==> config.mk <==
export PLATFORM = sky130hd
export DESIGN_NAME = alu_op_scheduler
export DESIGN_NICKNAME = d
export VERILOG_FILES = /design/src/rtl/alu_op_scheduler.sv
export SDC_FILE = /design/constraint.sdc
export NUM_CORES = 1
export LEC_CHECK = 0
export CORE_ASPECT_RATIO = 0.5
export CORE_UTILIZATION = 39
export CTS_CLUSTER_DIAMETER = 150
export DETAILED_ROUTE_END_ITERATION = 12
export PLACE_DENSITY_LB_ADDON = 0.25
export SLEW_MARGIN = 20
export SYNTH_ARGS = -nofsm -noshare
export SYNTH_HDL_FRONTEND = slang
export SYNTH_SLANG_ARGS = --single-unit
==> constraint.sdc <==
create_clock -name CLK -period 5.2 [get_ports CLK]
set_input_delay 1.56 -clock CLK [delete_from_list [all_inputs] [get_ports CLK]]
set_output_delay 1.56 -clock CLK [all_outputs]
set_load 0.02 [all_outputs]
==> src/rtl/alu_op_scheduler.sv <==
// alu_op_scheduler
// Lets two requesters share one ALU_TOP. A round-robin arbiter picks one request,
// its operands/opcode are latched and driven to the ALU, the scheduler waits out
// the ALU's registered latency, selects the active unit's result by ALU_FUN[3:2]
// and returns it on a response channel. Only one op is ever in flight.
//
// Handshakes: on both channels a transfer happens at a rising CLK edge where
// valid && ready are both high. A producer holds valid and payload stable until
// that edge; ready may depend combinationally on valid (req_ready does), valid
// never depends on ready.
module alu_op_scheduler #(
    parameter int inWidth  = 8,
    parameter int outWidth = 16,
    parameter int ALU_LAT  = 1
) (
    input  logic                 CLK,
    input  logic                 RST,
    input  logic [1:0]           req_valid,
    output logic [1:0]           req_ready,
    input  logic [2*inWidth-1:0] req_A,
    input  logic [2*inWidth-1:0] req_B,
    input  logic [7:0]           req_FUN,
    output logic                 rsp_valid,
    input  logic                 rsp_ready,
    output logic                 rsp_id,
    output logic [outWidth-1:0]  rsp_data,
    output logic                 rsp_carry,
    output logic                 busy,
    output logic [inWidth-1:0]   ALU_A,
    output logic [inWidth-1:0]   ALU_B,
    output logic [3:0]           ALU_FUN,
    input  logic [outWidth-1:0]  Arith_OUT,
    input  logic [outWidth-1:0]  Logic_OUT,
    input  logic [outWidth-1:0]  SHIFT_OUT,
    input  logic [3:0]           CMP_OUT,
    input  logic                 Carry_OUT,
    output logic [1:0]           o_dbg_state
);

    // Wait counter holds ALU_LAT-1, so it needs clog2(ALU_LAT) bits (at least 1).
    localparam int CW = (ALU_LAT > 1) ? $clog2(ALU_LAT) : 1;
    localparam logic [CW-1:0] LAT_LOAD = CW'(ALU_LAT - 1);

    typedef enum logic [1:0] {
        S_IDLE  = 2'd0,
        S_ISSUE = 2'd1,
        S_WAIT  = 2'd2,
        S_RESP  = 2'd3
    } state_t;

    state_t              r_state;
    state_t              w_state_nxt;
    logic                w_grant;
    logic                w_accept;
    logic                r_last_grant;
    logic [inWidth-1:0]  r_a;
    logic [inWidth-1:0]  r_b;
    logic [3:0]          r_fun;
    logic                r_id;
    logic [CW-1:0]       r_cnt;
    logic [outWidth-1:0] w_result;
    logic                w_carry;
    logic                r_rsp_valid;
    logic                r_rsp_id;
    logic [outWidth-1:0] r_rsp_data;
    logic                r_rsp_carry;

    // The latched operands feed the ALU directly, so they change only on accept
    // and stay put through ISSUE/WAIT and while idle or responding.
    assign ALU_A       = r_a;
    assign ALU_B       = r_b;
    assign ALU_FUN     = r_fun;
    assign rsp_valid   = r_rsp_valid;
    assign rsp_id      = r_rsp_id;
    assign rsp_data    = r_rsp_data;
    assign rsp_carry   = r_rsp_carry;
    assign busy        = (r_state != S_IDLE);
    assign o_dbg_state = r_state;

    // Next-state, round-robin grant and request accept.
    always_comb begin
        w_state_nxt = r_state;
        w_grant     = 1'b0;
        w_accept    = 1'b0;
        req_ready   = 2'b00;
        case (r_state)
            S_IDLE: begin
                // Tie goes to the requester that did not win last time.
                w_grant = (req_valid == 2'b11) ? ~r_last_grant : req_valid[1];
                if (!RST && (req_valid != 2'b00)) begin
                    w_accept    = 1'b1;
                    req_ready   = w_grant ? 2'b10 : 2'b01;
                    w_state_nxt = S_ISSUE;
                end
            end
            S_ISSUE: w_state_nxt = S_WAIT;
            S_WAIT: begin
                if (r_cnt == '0) begin
                    w_state_nxt = S_RESP;
                end
            end
            S_RESP: begin
                if (rsp_ready) begin
                    w_state_nxt = S_IDLE;
                end
            end
            default: w_state_nxt = S_IDLE;
        endcase
    end

    // Result select by unit; only the arithmetic unit reports a carry.
    always_comb begin
        w_result = Arith_OUT;
        w_carry  = 1'b0;
        case (r_fun[3:2])
            2'b00: begin
                w_result = Arith_OUT;
                w_carry  = Carry_OUT;
            end
            2'b01:   w_result = Logic_OUT;
            2'b10:   w_result = {{(outWidth-4){1'b0}}, CMP_OUT};
            default: w_result = SHIFT_OUT;
        endcase
    end

    // State register.
    always_ff @(posedge CLK) begin
        if (RST) begin
            r_state <= S_IDLE;
        end else begin
            r_state <= w_state_nxt;
        end
    end

    // Request latch, latency counter and response registers.
    always_ff @(posedge CLK) begin
        if (RST) begin
            r_last_grant <= 1'b1;
            r_a          <= '0;
            r_b          <= '0;
            r_fun        <= '0;
            r_id         <= 1'b0;
            r_cnt        <= '0;
            r_rsp_valid  <= 1'b0;
            r_rsp_id     <= 1'b0;
            r_rsp_data   <= '0;
            r_rsp_carry  <= 1'b0;
        end else begin
            if (w_accept) begin
                r_a          <= w_grant ? req_A[2*inWidth-1:inWidth] : req_A[inWidth-1:0];
                r_b          <= w_grant ? req_B[2*inWidth-1:inWidth] : req_B[inWidth-1:0];
                r_fun        <= w_grant ? req_FUN[7:4] : req_FUN[3:0];
                r_id         <= w_grant;
                r_last_grant <= w_grant;
            end
            if (r_state == S_ISSUE) begin
                r_cnt <= LAT_LOAD;
            end
            if (r_state == S_WAIT) begin
                if (r_cnt != '0) begin
                    r_cnt <= r_cnt - CW'(1);
                end else begin
                    r_rsp_valid <= 1'b1;
                    r_rsp_id    <= r_id;
                    r_rsp_data  <= w_result;
                    r_rsp_carry <= w_carry;
                end
            end
            if ((r_state == S_RESP) && rsp_ready) begin
                r_rsp_valid <= 1'b0;
            end
        end
    end

endmodule
; ---- Word-level counts from Yosys, hierarchy flattened
; Cells that the tools add are included.
[totals]
ff_bits = 44
in_bits = 98
output_inout_bits = 44
word_cells = 52
[op_classes]
add_sub_neg = 1
n_eq_ne = 9
mux = 19
n_bitwise = 2
n_reduce_logical = 10
[op_table]
columns = cell, n
row1 = 16-bit one-hot mux with 3 select lines, 1
row2 = 8-bit two-way mux, 2
row3 = 2-bit two-way mux, 6
row4 = "2-bit == test, second input constant", 4
row5 = 1-bit two-way mux, 8
row6 = 2-bit one-hot mux with 4 select lines, 1
row7 = "2-bit inequality test, second input constant", 3
row8 = "2-bit by 1-bit == test with 1-bit output, second input constant", 2
row9 = 2-bit zero test, 2
row10 = 4-bit two-way mux, 1
row11 = 2-bit nonzero test, 2
row12 = 3-bit AND reduction, 1
row13 = 1-bit logical AND, 2
row14 = 1-bit inverter, 2
row15 = 2-bit AND reduction, 1
row16 = 2-bit OR reduction, 1
row17 = 1-bit zero test, 1
row18 = "1-bit subtractor, second input constant", 1

; ---- Depth between registers and ports, before layout
; Gate-level depths: netlist of run 1.
[logic_depth]
ltp_word = 5
mapped_depth = 7
depth_no_buf = 5

; ---- Least setup slack after synthesis of run 1
; Ideal clock, no wire load.
[synth_path]
kind = input to output
from = input RST
to = output req_ready[0]
t_arrival_ps = 2299
t_required_ps = 3640
slack_ps = 1341
path_stages = 4
path_buffers = 2
path_cell_list = buf_2 > a211o_1 > buf_2 > inv_1
[synth_via]
elab_chain_cells = 4
[synth_rtl]
columns = item, line
row1 = from (decl), 17  ; input logic RST,
row2 = 1-bit zero test, 90  ; if (!RST && (req_valid != 2'b00)) begin
row3 = 1-bit logical AND, 90
row4 = 2-bit two-way mux, 90
row5 = 2-bit two-way mux, 86  ; case (r_state)
row6 = to (decl), 19  ; output logic [1:0] req_ready,
; Every way passes these cells.

; ---- Worst setup path after layout of run 1
[layout_path]
from = input req_valid[1]
to = output req_ready[1]
[layout_via]
elab_chain_cells = 5
word_cells_on_any_way = 7
cone_classes = eq/ne (1) / mux (4) / reduce/logical (2)
[layout_rtl]
columns = item, line
row1 = from (decl), 18  ; input logic [1:0] req_valid,
row2 = 2-bit == test, 89  ; w_grant = (req_valid == 2'b11) ? ~r_last_grant : req_valid[1];
row3 = 1-bit two-way mux, 89
row4 = 2-bit two-way mux, 92  ; req_ready = w_grant ? 2'b10 : 2'b01;
row5 = 2-bit two-way mux (*), 90
row6 = 2-bit two-way mux (*), 86
; Every way passes the cells marked *; elsewhere a longest branch is shown, timed or not.

==> results of run 1 <==
layout make-up:
cell class | count | area share
Timing Repair Buffer | 147 | 0.389
Multi-Input combinational cell | 139 | 0.291
Sequential cell | 44 | 0.236
Inverter | 26 | 0.0262
Clock buffer | 7 | 0.0258
Tap cell | 70 | 0.0235
Clock inverter | 1 | 0.00805
metrics by stage:
| step | util | instance area (sq um) |
|---|---|---|
| after floorplan | - | 2180 |
| after global placement | 0.698 | 3600 |
| after detailed placement | 0.698 | 3600 |
| after CTS | 0.723 | 3730 |
| after global routing | 0.723 | 3730 |
| final | 0.723 | 3730 |
per-layer routing:
layer  wire length, um  GRT usage  vias to the layer above
met3               541     0.0632                        2
met4                14     0.0731                        0
met5                 0          0                        -
li1                  -          -                     1116
met2              3460      0.446                       89
met1              2790      0.256                     1075
cell families after synthesis:
kind of cell    after synthesis
compound gates               66
fa+ha+maj                     5
buf+inv                      48
flops                        44
mux                          17
simple gates                 51
registers in the layout, summed over array words and instances, names as in the netlist:
signal,count
o_dbg_state,2
rsp_id,1
r_last_grant,1
ALU_B,8
rsp_valid,1
rsp_carry,1
r_cnt,1
ALU_A,8
rsp_data,16
r_id,1
ALU_FUN,4
layout by cell type, fill, tap and decap left out, types with 2 or more instances in the layout:
cell type,count
o221a_1,19
a211oi_1,2
mux2_1,3
buf_4,6
a221oi_1,12
clkdlybuf4s50_1,140
a211o_1,2
inv_1,26
mux2_2,9
nand2b_1,3
nor2b_1,2
mux4_2,4
nor3_1,12
a21oi_1,7
nand2_1,14
ha_1,5
clkbuf_8,7
nand3_1,2
dfxtp_1,44
nor2_1,15
o22ai_1,20
power groups by stage:
stage	Combinational, mW	Clock, mW	Sequential [mW]
global route	1.02	0.305	0.555
detailed placement	0.947	0	0.546
finish	0.949	0.284	0.539
CTS	0.953	0.291	0.539
global placement	0.924	0	0.539
floorplan	0.454	0	0.654
how the worst max path moves through the flow:
stage,endpoint,slack [ns],cells past startpoint
2_1_floorplan,req_ready[0],1.34,4
3_3_place_gp,req_ready[1],0.42,5
3_5_place_dp,req_ready[1],0.39,5
4_1_cts,req_ready[1],0.38,5
5_1_grt,req_ready[1],0.34,5
6_report,req_ready[1],0.40,5
worst min-delay path, cell delays in order, from the launching register on:
cell and delay, ns:
dfxtp_1 0.32, nand2_1 0.05, a21oi_1 0.05
==> flow_summary.toml, run 1 <==
[min_path]
min_path_type = "flop to flop"
min_from = "rsp_data[0]"
hold_depth = 2
min_to = "rsp_data[0]"

[global_route]
antenna_found_initial = 0
first_global_vias = 2158
grt_pass1_wl_mm = 10.2
grt_use_total = 0.231
overflow = 0
grt_max_degree = 34

[clock_network]
numCtsBuffers = 5
insertion_delay_ns = 0.30
cts_sinks = 44
hold_buffers = 0
cts_tree = "yes"
clk_pin_slew_ns = 0.08
h-tree-depth = 2
clockBufferDepth = 2
postCtsSetupRepairBufs = 0
root_buffer = "clkbuf_8"
cts_resized = 0

[sta]
max_freq_ghz = 0.208
setup_viol = 0
fin_crit_ns = 4.80
rsz0062_at_grt = "no"
timing.final.crit_share = 0.924
setup_slack_ns = 0.396
finClkSkew_ns = 0.00884
tns_ns = 0
slew_violations = 0
worstMarginPinSlew_ns = 0.866
fin_hold_ws_ns = 0.461
final_hold_viol_count = 0
slew_headroom = 0.420

[synthesis]
async_flop_share = 0
synth_area_leaders = "dfxtp_1, o221a_1, o22ai_1"
synth_ff_type = "dfxtp_1"
synth_nets = 334
ys_seq_area_frac = 0.403
yosys.cell_count.top_type = "dfxtp_1"
synth_common_cells = "dfxtp_1, inv_1, o22ai_1, o221a_1, nor2_1"
synth_area_per_cell_sq_um = 9.45
ys_ff_latch = 44
yosysTopAreaCell = "dfxtp_1"
synth-simple-area-share = 0.108
yosysUniqueCellTypes = 31
syn_inst = 231
yosys_warnings = 0
synth_top_family_by_area = "compound AO/OA/AOI/OAI gates"
synth_top_area_share = 0.403
synthAdderAreaFrac = 0.0287
synth_compound_area_frac = 0.252
syn_area_sq_um = 2180
synth.area.mux_share = 0.108
synth_edf_count = 0
synth_xor_area_frac = 0

[routing]
dr.pass1.iters = 4
postRouteAntennaNets = 0
vias_per_cell = 5.26
finalWirelength_mm = 6.81
detail_route.wl_per_cell_um = 15.7
drtIter0Drc = 108
drc = 0
vias = 2282

[power]
power.share.clock = 0.160
power_switching_uw = 673
p_per_area_nw_per_um2 = 475
switching_share = 0.380
p_seq_frac = 0.304
power_frac_comb = 0.536
leakagePower_nw = 1.41
fin_total_pwr_mw = 1.77
p_int_mw = 1.10
vdd_drop_max_uv = 298

[outcome]
status = "finished clean"

[placed_design]
pre_cts_ws_ns = 0.390
dpl.hpwl_mm = 4.96
portBuffers = 141
place.gp.congestion = 0.735
dp.cells = 426

[critical_path]
crit_arrival_ns = 3.24
reg2reg_depth = 6
end_kind = "output pin"
worstSetupPathType = "primary input to output pin"
worstSetupStartpoint = "req_valid[1]"
critPathSlowestCell = "clkdlybuf4s50_1"
crit_chain = "clkdlybuf4s50_1 > nand2_2 > or3b_4 > inv_1 > clkdlybuf4s50_1"
cp_max_fo = 4
worstSetupStartpointType = "primary input"
crit_buf_inv = 3
crit_required_ns = 3.64
r2r_slack_ns = 3.20
crit_family = "buffers and inverters"
cpPeakStageDelay_ns = 0.60
r2r-start = "o_dbg_state[0]"
path_common_cell = "clkdlybuf4s50_1"
r2r_end = "rsp_valid"

[finish]
multiInputGateArea_sq_um = 1080
fillers = 382
drive_gt1_frac = 0.0879
finalNetCount = 466
instances_no_fill = 434
area_delta_synth_final_pct = 70.8
seqCellArea_sq_um = 881
antenna_cells = 0

[die]
die_w_um = 108
initial_core_util = 0.423
rows = 18
design.portCount = 142
die_area_sq_um = 5920
die_h_um = 54.9
core_sq_um = 5160

[job]
max_cap_viol_count = 0
Power figures use the tool's default switching activity.
==> inputs of run 2 (changes only) <==
--- a/config.mk
+++ b/config.mk
@@ -10,6 +10,7 @@
 export CTS_CLUSTER_DIAMETER = 150
 export DETAILED_ROUTE_END_ITERATION = 12
 export PLACE_DENSITY_LB_ADDON = 0.25
+export RECOVER_POWER = 100
 export SLEW_MARGIN = 20
 export SYNTH_ARGS = -nofsm -noshare
 export SYNTH_HDL_FRONTEND = slang
==> flow_summary.toml, run 2 (synthesized netlist as in run 1, its figures left out) <==
[sta]
fin_hold_ws_ns = 0.455
setup_viol = 0
final_hold_viol_count = 0
setup_slack_ns = 0.280
slew_headroom = 0.0339
rsz0062_at_grt = "no"
fin_crit_ns = 4.92
max_freq_ghz = 0.203
timing.final.crit_share = 0.946
slew_violations = 0
tns_ns = 0
worstMarginPinSlew_ns = 1.45
finClkSkew_ns = 0.0105

[finish]
area_delta_synth_final_pct = 70.1
mostFrequentLayoutCell = "clkdlybuf4s50_1"
antenna_cells = 0
instances_no_fill = 434
fin_util = 0.720
design_area_sq_um = 3710
final_cell_mix = "clkdlybuf4s50_1, dlygate4sd3_1, dfxtp_1"
largest_register_ffs = 16
drive_gt1_frac = 0.0742
finalNetCount = 466

[global_route]
grt_max_degree = 34
grt_pass1_wl_mm = 10.2
antenna_found_initial = 0
overflow = 0
grt_use_total = 0.231
first_global_vias = 2158

[power]
fin_total_pwr_mw = 1.72
leakagePower_nw = 1.49
vdd_drop_max_uv = 286
p_per_area_nw_per_um2 = 463

[clock_network]
cts_sinks = 44
postCtsSetupRepairBufs = 0
clockBufferDepth = 2
h-tree-depth = 2
insertion_delay_ns = 0.30
cts_resized = 0
root_buffer = "clkbuf_8"
hold_buffers = 0
numCtsBuffers = 5
cts_tree = "yes"
clk_pin_slew_ns = 0.08

[die]
die_h_um = 54.9
core_sq_um = 5160
design.portCount = 142
die_w_um = 108
rows = 18
initial_core_util = 0.423
die_area_sq_um = 5920

[critical_path]
crit_arrival_ns = 3.36
worstSetupStartpointType = "primary input"
cpPeakStageDelay_ns = 0.67
path_common_cell = "dlygate4sd3_1"
crit_required_ns = 3.64
critPathSlowestCell = "dlygate4sd3_1"
crit_family = "buffers and inverters"
end_kind = "output pin"
worstSetupPathType = "primary input to output pin"
crit_buf_inv = 3
cp_max_fo = 3
crit_chain = "dlygate4sd3_1 > nand2_1 > or3b_1 > inv_1 > dlygate4sd3_1"

[routing]
vias_per_cell = 5.29
detail_route.wl_per_cell_um = 15.6
finalWirelength_mm = 6.78
drc = 0
postRouteAntennaNets = 0
drtIter0Drc = 107
dr.pass1.iters = 4
vias = 2295

[placed_design]
place_area_sq_um = 3600
place.gp.congestion = 0.735
pre_cts_ws_ns = 0.390
dpl.hpwl_mm = 4.96
dp.cells = 426
portBuffers = 141

[outcome]
status = "finished clean"

[min_path]
min_path_type = "flop to flop"

[job]
max_cap_viol_count = 0
## run 2: cell types whose count changed in the layout (fill, tap and decap cells not counted)
| cell | before | now |
|---|---|---|
| dlygate4sd3_1 | 0 | 45 |
| clkbuf_1 | 0 | 4 |
| buf_4 | 6 | 3 |
| or3b_4 | 1 | 0 |
| buf_2 | 1 | 0 |
| or3b_1 | 0 | 1 |
| clkdlybuf4s50_1 | 140 | 95 |
## run 2: where the power goes
part           internal (mW)  leakage [nW]  switching, mW
Clock                  0.169        0.0645          0.113
Sequential             0.453         0.363         0.0796
Combinational          0.428          1.07          0.474
Total                   1.05          1.49          0.667
## run 2: worst paths after layout
check / start / endpoint / slack (ns) / cells after the start
setup / recovery: req_valid[0] / req_ready[1] / 0.28 / 5
hold / removal: rsp_data[0] / rsp_data[0] / 0.46 / 2
setup reg to reg: o_dbg_state[0] / rsp_valid / 2.95 / 6
hold reg to reg: rsp_data[0] / rsp_data[0] / 0.46 / 2
## run 2: final cells by class
cell class	count	area [sq um]
clock inverters	1	30.0
fillers	384	1440
well taps	70	87.6
flip-flops and latches	44	881
repair buffers	147	1440
multi-input cells	139	1080
inverters	26	97.6
clock buffers	7	96.3
## run 2: worst register-to-register path, stage by stage, from the launching register on
cell and delay, ns:
dfxtp_1 0.35, inv_1 0.14, ha_1 0.26, nor2b_1 0.61
clkbuf_1 0.49, nor2_1 0.08, a211oi_1 0.23
## run 2: layer usage
| metal | up-vias | track usage | wire (um) |
|---|---|---|---|
| li1 | 1120 | - | - |
| met1 | 1092 | 0.256 | 2810 |
| met2 | 81 | 0.446 | 3470 |
| met3 | 2 | 0.0632 | 478 |
| met4 | 0 | 0.0731 | 14 |
| met5 | - | 0 | 0 |
